$ cat src/rtl/pe_array_pkg.sv
// Shared constants and types for the PE array command sequencer.
// Command codes, shift targets, FSM states and op selectors.
package pe_array_pkg;

  localparam logic [2:0] CMD_NOP   = 3'b000;
  localparam logic [2:0] CMD_MAC   = 3'b001;
  localparam logic [2:0] CMD_SHIFT = 3'b010;
  localparam logic [2:0] CMD_CLEAR = 3'b100;
  localparam logic [2:0] CMD_LOAD  = 3'b101;
  localparam logic [2:0] CMD_READ  = 3'b110;

  localparam logic IMG_A = 1'b0;
  localparam logic IMG_B = 1'b1;

  typedef enum logic [2:0] {
    S_IDLE,
    S_ISSUE,
    S_WAIT_BUSY,
    S_WAIT_DONE,
    S_NEXT,
    S_FINISH
  } seq_state_t;

  typedef enum logic [2:0] {
    OP_CLEAR,
    OP_LOAD,
    OP_MAC,
    OP_SHA,
    OP_SHB,
    OP_READ
  } op_t;

  function automatic logic [2:0] op_cmd(input op_t op);
    case (op)
      OP_CLEAR: return CMD_CLEAR;
      OP_LOAD:  return CMD_LOAD;
      OP_MAC:   return CMD_MAC;
      OP_SHA:   return CMD_SHIFT;
      OP_SHB:   return CMD_SHIFT;
      OP_READ:  return CMD_READ;
      default:  return CMD_NOP;
    endcase
  endfunction

  function automatic logic op_img(input op_t op);
    return (op == OP_SHB) ? IMG_B : IMG_A;
  endfunction

endpackage

$ cat src/rtl/pe_cmd_handshake.sv
// Presents one command to the array and tracks ready.
// Strobes cmd_done / cmd_timeout back to the sequencer.
module pe_cmd_handshake
  import pe_array_pkg::*;
#(
  parameter int TIMEOUT  = 1024,
  parameter int TO_WIDTH = $clog2(TIMEOUT)
) (
  input  logic       CLK,
  input  logic       RST,
  input  logic       cmd_valid,
  input  logic [2:0] cmd_in,
  input  logic       img_in,
  input  logic       abort,
  input  logic       ready,
  output logic       cmd_done,
  output logic       cmd_timeout,
  output logic       array_ack,
  output logic [2:0] command_to_execute,
  output logic       image_to_shift
);

  seq_state_t          state;
  logic [TO_WIDTH-1:0] cnt;
  logic                expired;
  logic                waiting;

  assign expired = (cnt == TO_WIDTH'(TIMEOUT - 1));

  // Abort masks both completion and timeout strobes.
  always_comb begin
    waiting     = 1'b0;
    cmd_done    = 1'b0;
    cmd_timeout = 1'b0;
    if (state == S_WAIT_BUSY)
      waiting = ready;
    if (state == S_WAIT_DONE)
      waiting = !ready;
    if (!abort) begin
      cmd_done    = (state == S_WAIT_DONE) && ready;
      cmd_timeout = waiting && expired;
    end
  end

  // Handshake FSM with registered array-side outputs.
  always_ff @(posedge CLK) begin
    if (RST) begin
      state              <= S_IDLE;
      cnt                <= '0;
      array_ack          <= 1'b1;
      command_to_execute <= CMD_NOP;
      image_to_shift     <= IMG_A;
    end else if (abort || cmd_done || cmd_timeout) begin
      state              <= S_IDLE;
      array_ack          <= 1'b1;
      command_to_execute <= CMD_NOP;
    end else begin
      unique case (state)
        S_IDLE: begin
          if (cmd_valid) begin
            command_to_execute <= cmd_in;
            image_to_shift     <= img_in;
            array_ack          <= 1'b0;
            cnt                <= '0;
            state              <= S_WAIT_BUSY;
          end
        end
        S_WAIT_BUSY: begin
          if (!ready) begin
            cnt   <= '0;
            state <= S_WAIT_DONE;
          end else begin
            cnt <= cnt + 1'b1;
          end
        end
        S_WAIT_DONE: cnt <= cnt + 1'b1;
        default: state <= S_IDLE;
      endcase
    end
  end

endmodule

$ cat src/rtl/pe_array_sequencer.sv
// Runs a full matrix-multiply job as a fixed command series:
// CLEAR, LOAD, K MACs with A/B shifts between, then READ.
module pe_array_sequencer
  import pe_array_pkg::*;
#(
  parameter int K_WIDTH  = 8,
  parameter int TIMEOUT  = 1024,
  parameter int TO_WIDTH = $clog2(TIMEOUT)
) (
  input  logic               CLK,
  input  logic               RST,
  input  logic               start,
  input  logic [K_WIDTH-1:0] k_steps,
  input  logic               abort,
  output logic               busy,
  output logic               done,
  output logic               error,
  output logic [K_WIDTH-1:0] step_count,
  input  logic               ready,
  output logic               array_ack,
  output logic [2:0]         command_to_execute,
  output logic               image_to_shift
);

  seq_state_t         state;
  op_t                op;
  logic [K_WIDTH-1:0] k_lat;
  logic               cmd_valid;
  logic               cmd_done;
  logic               cmd_timeout;

  assign cmd_valid = (state == S_ISSUE);

  pe_cmd_handshake #(
    .TIMEOUT  (TIMEOUT),
    .TO_WIDTH (TO_WIDTH)
  ) u_hs (
    .CLK                (CLK),
    .RST                (RST),
    .cmd_valid          (cmd_valid),
    .cmd_in             (op_cmd(op)),
    .img_in             (op_img(op)),
    .abort              (abort),
    .ready              (ready),
    .cmd_done           (cmd_done),
    .cmd_timeout        (cmd_timeout),
    .array_ack          (array_ack),
    .command_to_execute (command_to_execute),
    .image_to_shift     (image_to_shift)
  );

  // Job sequencer; one wait state covers the whole handshake.
  always_ff @(posedge CLK) begin
    if (RST) begin
      state      <= S_IDLE;
      op         <= OP_CLEAR;
      k_lat      <= '0;
      busy       <= 1'b0;
      done       <= 1'b0;
      error      <= 1'b0;
      step_count <= '0;
    end else begin
      done <= 1'b0;
      if (abort && state != S_IDLE) begin
        state <= S_IDLE;
        busy  <= 1'b0;
      end else begin
        unique case (state)
          S_IDLE: begin
            if (start && k_steps != '0) begin
              k_lat      <= k_steps;
              error      <= 1'b0;
              step_count <= '0;
              op         <= OP_CLEAR;
              busy       <= 1'b1;
              state      <= S_ISSUE;
            end
          end
          S_ISSUE: state <= S_WAIT_BUSY;
          S_WAIT_BUSY: begin
            if (cmd_timeout) begin
              error <= 1'b1;
              busy  <= 1'b0;
              state <= S_IDLE;
            end else if (cmd_done) begin
              if (op == OP_MAC)
                step_count <= step_count + 1'b1;
              state <= S_NEXT;
            end
          end
          S_NEXT: begin
            state <= S_ISSUE;
            unique case (op)
              OP_CLEAR: op <= OP_LOAD;
              OP_LOAD:  op <= OP_MAC;
              OP_MAC: begin
                if (step_count == k_lat)
                  op <= OP_READ;
                else
                  op <= OP_SHA;
              end
              OP_SHA: op <= OP_SHB;
              OP_SHB: op <= OP_MAC;
              default: begin
                done  <= 1'b1;
                busy  <= 1'b0;
                state <= S_FINISH;
              end
            endcase
          end
          S_FINISH: state <= S_IDLE;
          default:  state <= S_IDLE;
        endcase
      end
    end
  end

endmodule

$ cat config.mk
export PLATFORM = sky130hd
export DESIGN_NAME = pe_array_sequencer
export DESIGN_NICKNAME = d
export VERILOG_FILES = /design/src/rtl/pe_array_pkg.sv /design/src/rtl/pe_cmd_handshake.sv /design/src/rtl/pe_array_sequencer.sv
export SDC_FILE = /design/constraint.sdc
export NUM_CORES = 1
export LEC_CHECK = 0
export CORE_ASPECT_RATIO = 1.2
export CORE_MARGIN = 2
export CORE_UTILIZATION = 35
export DETAILED_ROUTE_END_ITERATION = 10
export MAX_ROUTING_LAYER = met4
export PLACE_DENSITY = 0.66
export SETUP_SLACK_MARGIN = 0.2
export SYNTH_ARGS = -nofsm -noshare
export SYNTH_HDL_FRONTEND = slang
export SYNTH_SLANG_ARGS = --single-unit
export TNS_END_PERCENT = 10
$ cat constraint.sdc
create_clock -name CLK -period 2.53 [get_ports CLK]
set_input_delay 0.506 -clock CLK [delete_from_list [all_inputs] [get_ports CLK]]
set_output_delay 0.506 -clock CLK [all_outputs]
set_load 0.005 [all_outputs]
; Word level (Yosys, flattened, before mapping)
; Index checks and enable logic that the tools add are counted.
; W data, S select, Z words.
[totals]
register_bits = 43
latchBits = 0
ramBits = 0
rom_bits = 0
out_inout_bits = 16
n_memories = 0
[classes]
add_sub_neg = 2
multipliers = 0
div_mod_pow = 0
n_lt_le_gt_ge = 0
eq_ne = 22
n_shift = 0
muxes = 34
bitwise = 4
n_reduce_logical = 32
[ops]
columns = cell, count
row1 = $mux W8, 4
row2 = $pmux W10 S3, 1
row3 = $mux W3, 8
row4 = $pmux W3 S4, 2
row5 = $mux W10, 2
row6 = $pmux W8 S2, 1
row7 = $eq A3 B2 Y1 const B, 5
row8 = $pmux W3 S5, 1
row9 = $ne A2 B2 Y1 const B, 6
row10 = $reduce_and A3 Y1, 4
row11 = $reduce_and A4 Y1, 3
row12 = $mux W1, 11
row13 = $add A10 B1 Y10 const B, 1
row14 = $eq A10 B10 Y1 const B, 1
row15 = $eq A3 B3 Y1 const B, 3
row16 = $logic_not A3 Y1, 3
row17 = $pmux W3 S3, 1
row18 = $reduce_bool A3 Y1, 3
row19 = $add A8 B1 Y8 const B, 1
row20 = $eq A8 B8 Y1, 1
row21 = $reduce_bool A8 Y1, 1
row22 = $reduce_or A2 Y1, 4
row23 = $eq A3 B1 Y1 const B, 2
row24 = $pmux W3 S2, 1
row25 = other kinds (14), 24

; Depth between registers and ports, before layout
[depth]
word_depth = 8
ltp_mapped = 7
mapped_depth_nobuf = 5

; By module
; From an unflattened synthesis, not the netlist that was laid out.
[unflattened]
hier_cells = 285
hier_area_um2 = 2326.0
[modules_own_cells]
columns = mod, n_inst, cells_per_inst, area_each_um2, seq_area_each_um2
row1 = pe_array_sequencer, 1, 178, 1417.6, 500.5
row2 = pe_cmd_handshake, 1, 107, 908.4, 340.3

; Worst setup path after synthesis
; Ideal clock, no wire load.
[synth_timing]
kind = input to register
from = input port k_steps[4]
to = register step_count[7]
arrival_ns = 1.820
required_time_ns = 2.470
slack_ns = 0.650
path_stages = 4
path_cell_list = or4_1 > o211a_1 > nor3_1 > a221o_1
[synth_via]
elab_chain_len = 4
[synth_lines]
columns = element, line_no
row1 = start: declaration, pe_array_sequencer.sv:13  ; input logic [K_WIDTH-1:0] k_steps,
row2 = $reduce_bool A8 Y1, pe_array_sequencer.sv:70  ; if (start && k_steps != '0) begin
row3 = $logic_and A1 B1 Y1, pe_array_sequencer.sv:70
row4 = $ne A2 B2 Y1 (no source line), --
row5 = $reduce_and A6 Y1 (no source line), --
row6 = end signal: assignment, pe_array_sequencer.sv:87  ; step_count <= step_count + 1'b1;
row7 = end: declaration, pe_array_sequencer.sv:18  ; output logic [K_WIDTH-1:0] step_count,
; No other way between the ends.
; A chain may end at the register's enable or synchronous reset.

; Worst setup path after layout
[layout_timing]
from = input port abort
to = register u_hs.cnt[7]
[layout_via]
elab_chain_len = 5
elab_cells_between_ends = 6
[layout_lines]
columns = element, line_no
row1 = start: declaration, pe_array_sequencer.sv:14  ; input logic abort,
row2 = $mux W1, pe_cmd_handshake.sv:39  ; if (!abort) begin
row3 = $logic_or A1 B1 Y1, pe_cmd_handshake.sv:53  ; end else if (abort || cmd_done || cmd_timeout) begin
row4 = $logic_or A1 B1 Y1 *, pe_cmd_handshake.sv:53
row5 = $not A1 Y1 (no source line) *, --
row6 = $reduce_and A3 Y1 (no source line) *, --
row7 = end signal: assignment, pe_cmd_handshake.sv:73  ; cnt <= cnt + 1'b1;
row8 = end signal: assignment, pe_cmd_handshake.sv:76  ; S_WAIT_DONE: cnt <= cnt + 1'b1;
row9 = end: declaration, pe_cmd_handshake.sv:24  ; logic [TO_WIDTH-1:0] cnt;
; Mark *: on every way between the ends. The rest lies on a longest branch, timed or not.

==> flow_metrics.tcl <==
set metrics [dict create \
    cts.sinks 42 \
    nets 307 \
    seq_area_frac_synth 0.3912 \
    dp_hpwl_mm 3.604 \
    r2r_cells 4 \
    p_sw_frac 0.2410 \
    tritoncts "built" \
    area_delta_synth_final_pct 23.57 \
    gp_congestion 0.7676 \
    synth_adder_area_share 0.01164 \
    ant_nets 0 \
    synthCells 260 \
    cts_root_buffer "clkbuf_8" \
    clock.fmax_mhz 477.5 \
    synth_flop_cell "dfxtp_1" \
    core-area_um2 5973 \
    die_height_um 89.85 \
    cp_max_fo 14 \
    seq_area_um2 840.8 \
    drt_pass1_iterations 4 \
    period_minus_slack_ns 2.094 \
    synth_nets 275 \
    synth_mux_area_frac 0.02386 \
    final_cell_count_no_fill 375 \
    switchingPower_uw 335.4 \
    power.density_nw_per_um2 523.9 \
    synth_async_sr_flop_share 0 \
    power_leakage_nw 0.8797 \
    seq_power_share 0.502 \
    ir_drop_uv 266.8 \
    fillers 637 \
    finalSetupViolations 0 \
    synth_cell_types 47 \
    post-cts-setup-buffers 0 \
    grt-ovfl-total 0 \
    min_period_over_period 0.8277 \
    grt_max_degree 15 \
    hold_viol_final 0 \
    crit_type "in -> reg" \
    dr_total_vias 1983 \
    slew_headroom 0.6517 \
    yosys.area_share.simple 0.2823 \
    worstMarginPinSlew_ns 0.5214 \
    multiInputGateArea_um2 1214 \
    synth_compound_area_frac 0.2061 \
    maxCapViolCount 0 \
    start_util 0.3599 \
    drc 0 \
    grtUsageTotal 0.1531 \
    netlist_area_um2 2150 \
    die-area_um2 6787 \
    worst_setup_path_start_kind "input pin" \
    rsz0062_at_grt "false" \
    yosys_warnings 0 \
    crit_required_ns 2.75 \
    clk_path_buf_depth 2 \
    grt_pass1_wl_mm 8.224 \
    yosys_register_bits 42 \
    finalClockSkew_ns 0.009946 \
    min_path_cells 1 \
    synth_top_family_by_area "simple AND/OR/NAND/NOR gates" \
    cp.arrival_ns 2.32 \
    chipWidth_um 75.54 \
    num_antenna_cells 0 \
    status "finished clean" \
    cts_resized 0 \
    clk_latency_ns 0.29 \
    p_int_mw 1.056 \
    hold_ws_ns 0.4594 \
    drt_first_iter_violations 91 \
    grt_pass1_vias 1807 \
    wl_per_cell_um 12.84 \
    synthXorXnorAreaFrac 0.04075 \
    clkTransAtPathRegs_ns 0.08 \
    ios 29 \
    setup_ws_ns 0.4359 \
    pre_cts_ws_ns 0.1480 \
    h-tree-depth 2 \
    dp.cells 367 \
    critical_path.endpoint_type "flop" \
    synth_edf_count 0 \
    report.final.slew_viol_count 0 \
    portBuffers 28 \
    min_path_type "reg -> reg" \
    grt_antenna_before_repair 0 \
    clock_power_share 0.373 \
    final_core_util 0.4447 \
    cts_buffers 5 \
    hold_buffers 0 \
    syn_area_per_cell_um2 8.268 \
    row_count 31 \
    layout-drive-gt1-share 0.08191 \
    combPwrFrac 0.124 \
    via_per_inst 5.288 \
    setup-tns-final_ns 0 \
    drt-total-wl_mm 4.814 \
]
synth_stat cells, drive strengths merged, types with 3 or more instances:
cell    number  area [um^2]
nand4        6        37.54
buf          6        35.03
nand3b       3        22.52
a31oi        5        31.28
mux2i        4        40.04
or4          7        52.55
nor3         9        45.04
nand2b       4        25.02
o21ai        9        45.04
nor3b        3        22.52
and3         3        18.77
xnor2       10        87.58
o31ai        5        37.54
a21o         3        22.52
a21oi       28        140.1
nand2       28        105.1
nand3       16        80.08
o211ai       3        22.52
or3          5        31.28
dfxtp       42        840.8
nand4b       3        26.28
nor2        11        41.29
clkbuf       8        30.03
nor4         4        25.02
inv          8        30.03
power groups by stage:
stage | Combinational, mW | Sequential (mW) | Clock, mW
finish | 0.173 | 0.699 | 0.520
global route | 0.191 | 0.703 | 0.562
CTS | 0.174 | 0.699 | 0.532
detailed placement | 0.173 | 0.715 | 0
global placement | 0.172 | 0.714 | 0
floorplan | 0.113 | 0.708 | 0
sequential cells by signal, indices dropped and copies added, names as in the netlist:
signal / flops
busy: 1
done: 1
error: 1
k_lat: 8
op: 3
state: 3
step_count: 8
u_hs.array_ack: 1
u_hs.cnt: 10
u_hs.command_to_execute: 3
u_hs.image_to_shift: 1
u_hs.state: 2
metal layers:
| metal | vias up | track usage | part of all wire |
|---|---|---|---|
| met3 | 6 | 0.02578 | 0.038 |
| li1 | 1025 | - | - |
| met2 | 40 | 0.2471 | 0.49 |
| met1 | 912 | 0.1981 | 0.46 |
| met5 | - | - | 0 |
| met4 | 0 | 0.03509 | 0.011 |
area by class of cell:
| type | instances | area share |
|---|---|---|
| sequential | 42 | 0.3165 |
| timing repair buffer | 39 | 0.1366 |
| clock inverter | 1 | 0.01130 |
| multi-input combinational | 196 | 0.4569 |
| tap | 82 | 0.03862 |
| clock buffer | 7 | 0.02873 |
| inverter | 8 | 0.01130 |
cell usage in the layout, fill, tap and decap left out, types with 5 or more instances in the layout:
cell,n
nor3_1,9
clkdlybuf4s50_1,28
or4_1,7
dfxtp_1,42
a31oi_1,5
nand2_1,28
buf_4,11
nor2_1,11
o21ai_0,9
or3_1,5
o31ai_1,5
clkbuf_8,5
nand4_1,6
inv_1,8
nand3_1,16
a21oi_1,28
xnor2_1,10
kinds of logic after synthesis:
kind of cell	Yosys count
compound gates	69
xor+xnor	10
fa+ha+maj	2
buf+inv	22
flops	42
mux	5
simple gates	110
path summary, 6_finish.rpt:
kind                                       end            from  slack [ns]
worst max-delay path               u_hs.cnt[7]           abort        0.44
worst min-delay path            u_hs.array_ack  u_hs.array_ack        0.46
worst max register to register     u_hs.cnt[7]        state[0]        0.44
worst min register to register  u_hs.array_ack  u_hs.array_ack        0.46
through the flow:
step	power (mW)	instance area, um^2
final	1.392	2656
after global routing	1.456	2656
after CTS	1.404	2656
after detailed placement	0.8880	2550
after global placement	0.8859	2550
after floorplan	0.8200	2150
worst max-delay path, stage by stage:
cell and delay [ns]:
clkdlybuf4s50_1 0.50, a31oi_1 0.35, o41ai_1 0.15, buf_4 0.20, or4_1 0.46, a21oi_1 0.15
Note: power is estimated with default switching activity, not from simulation.
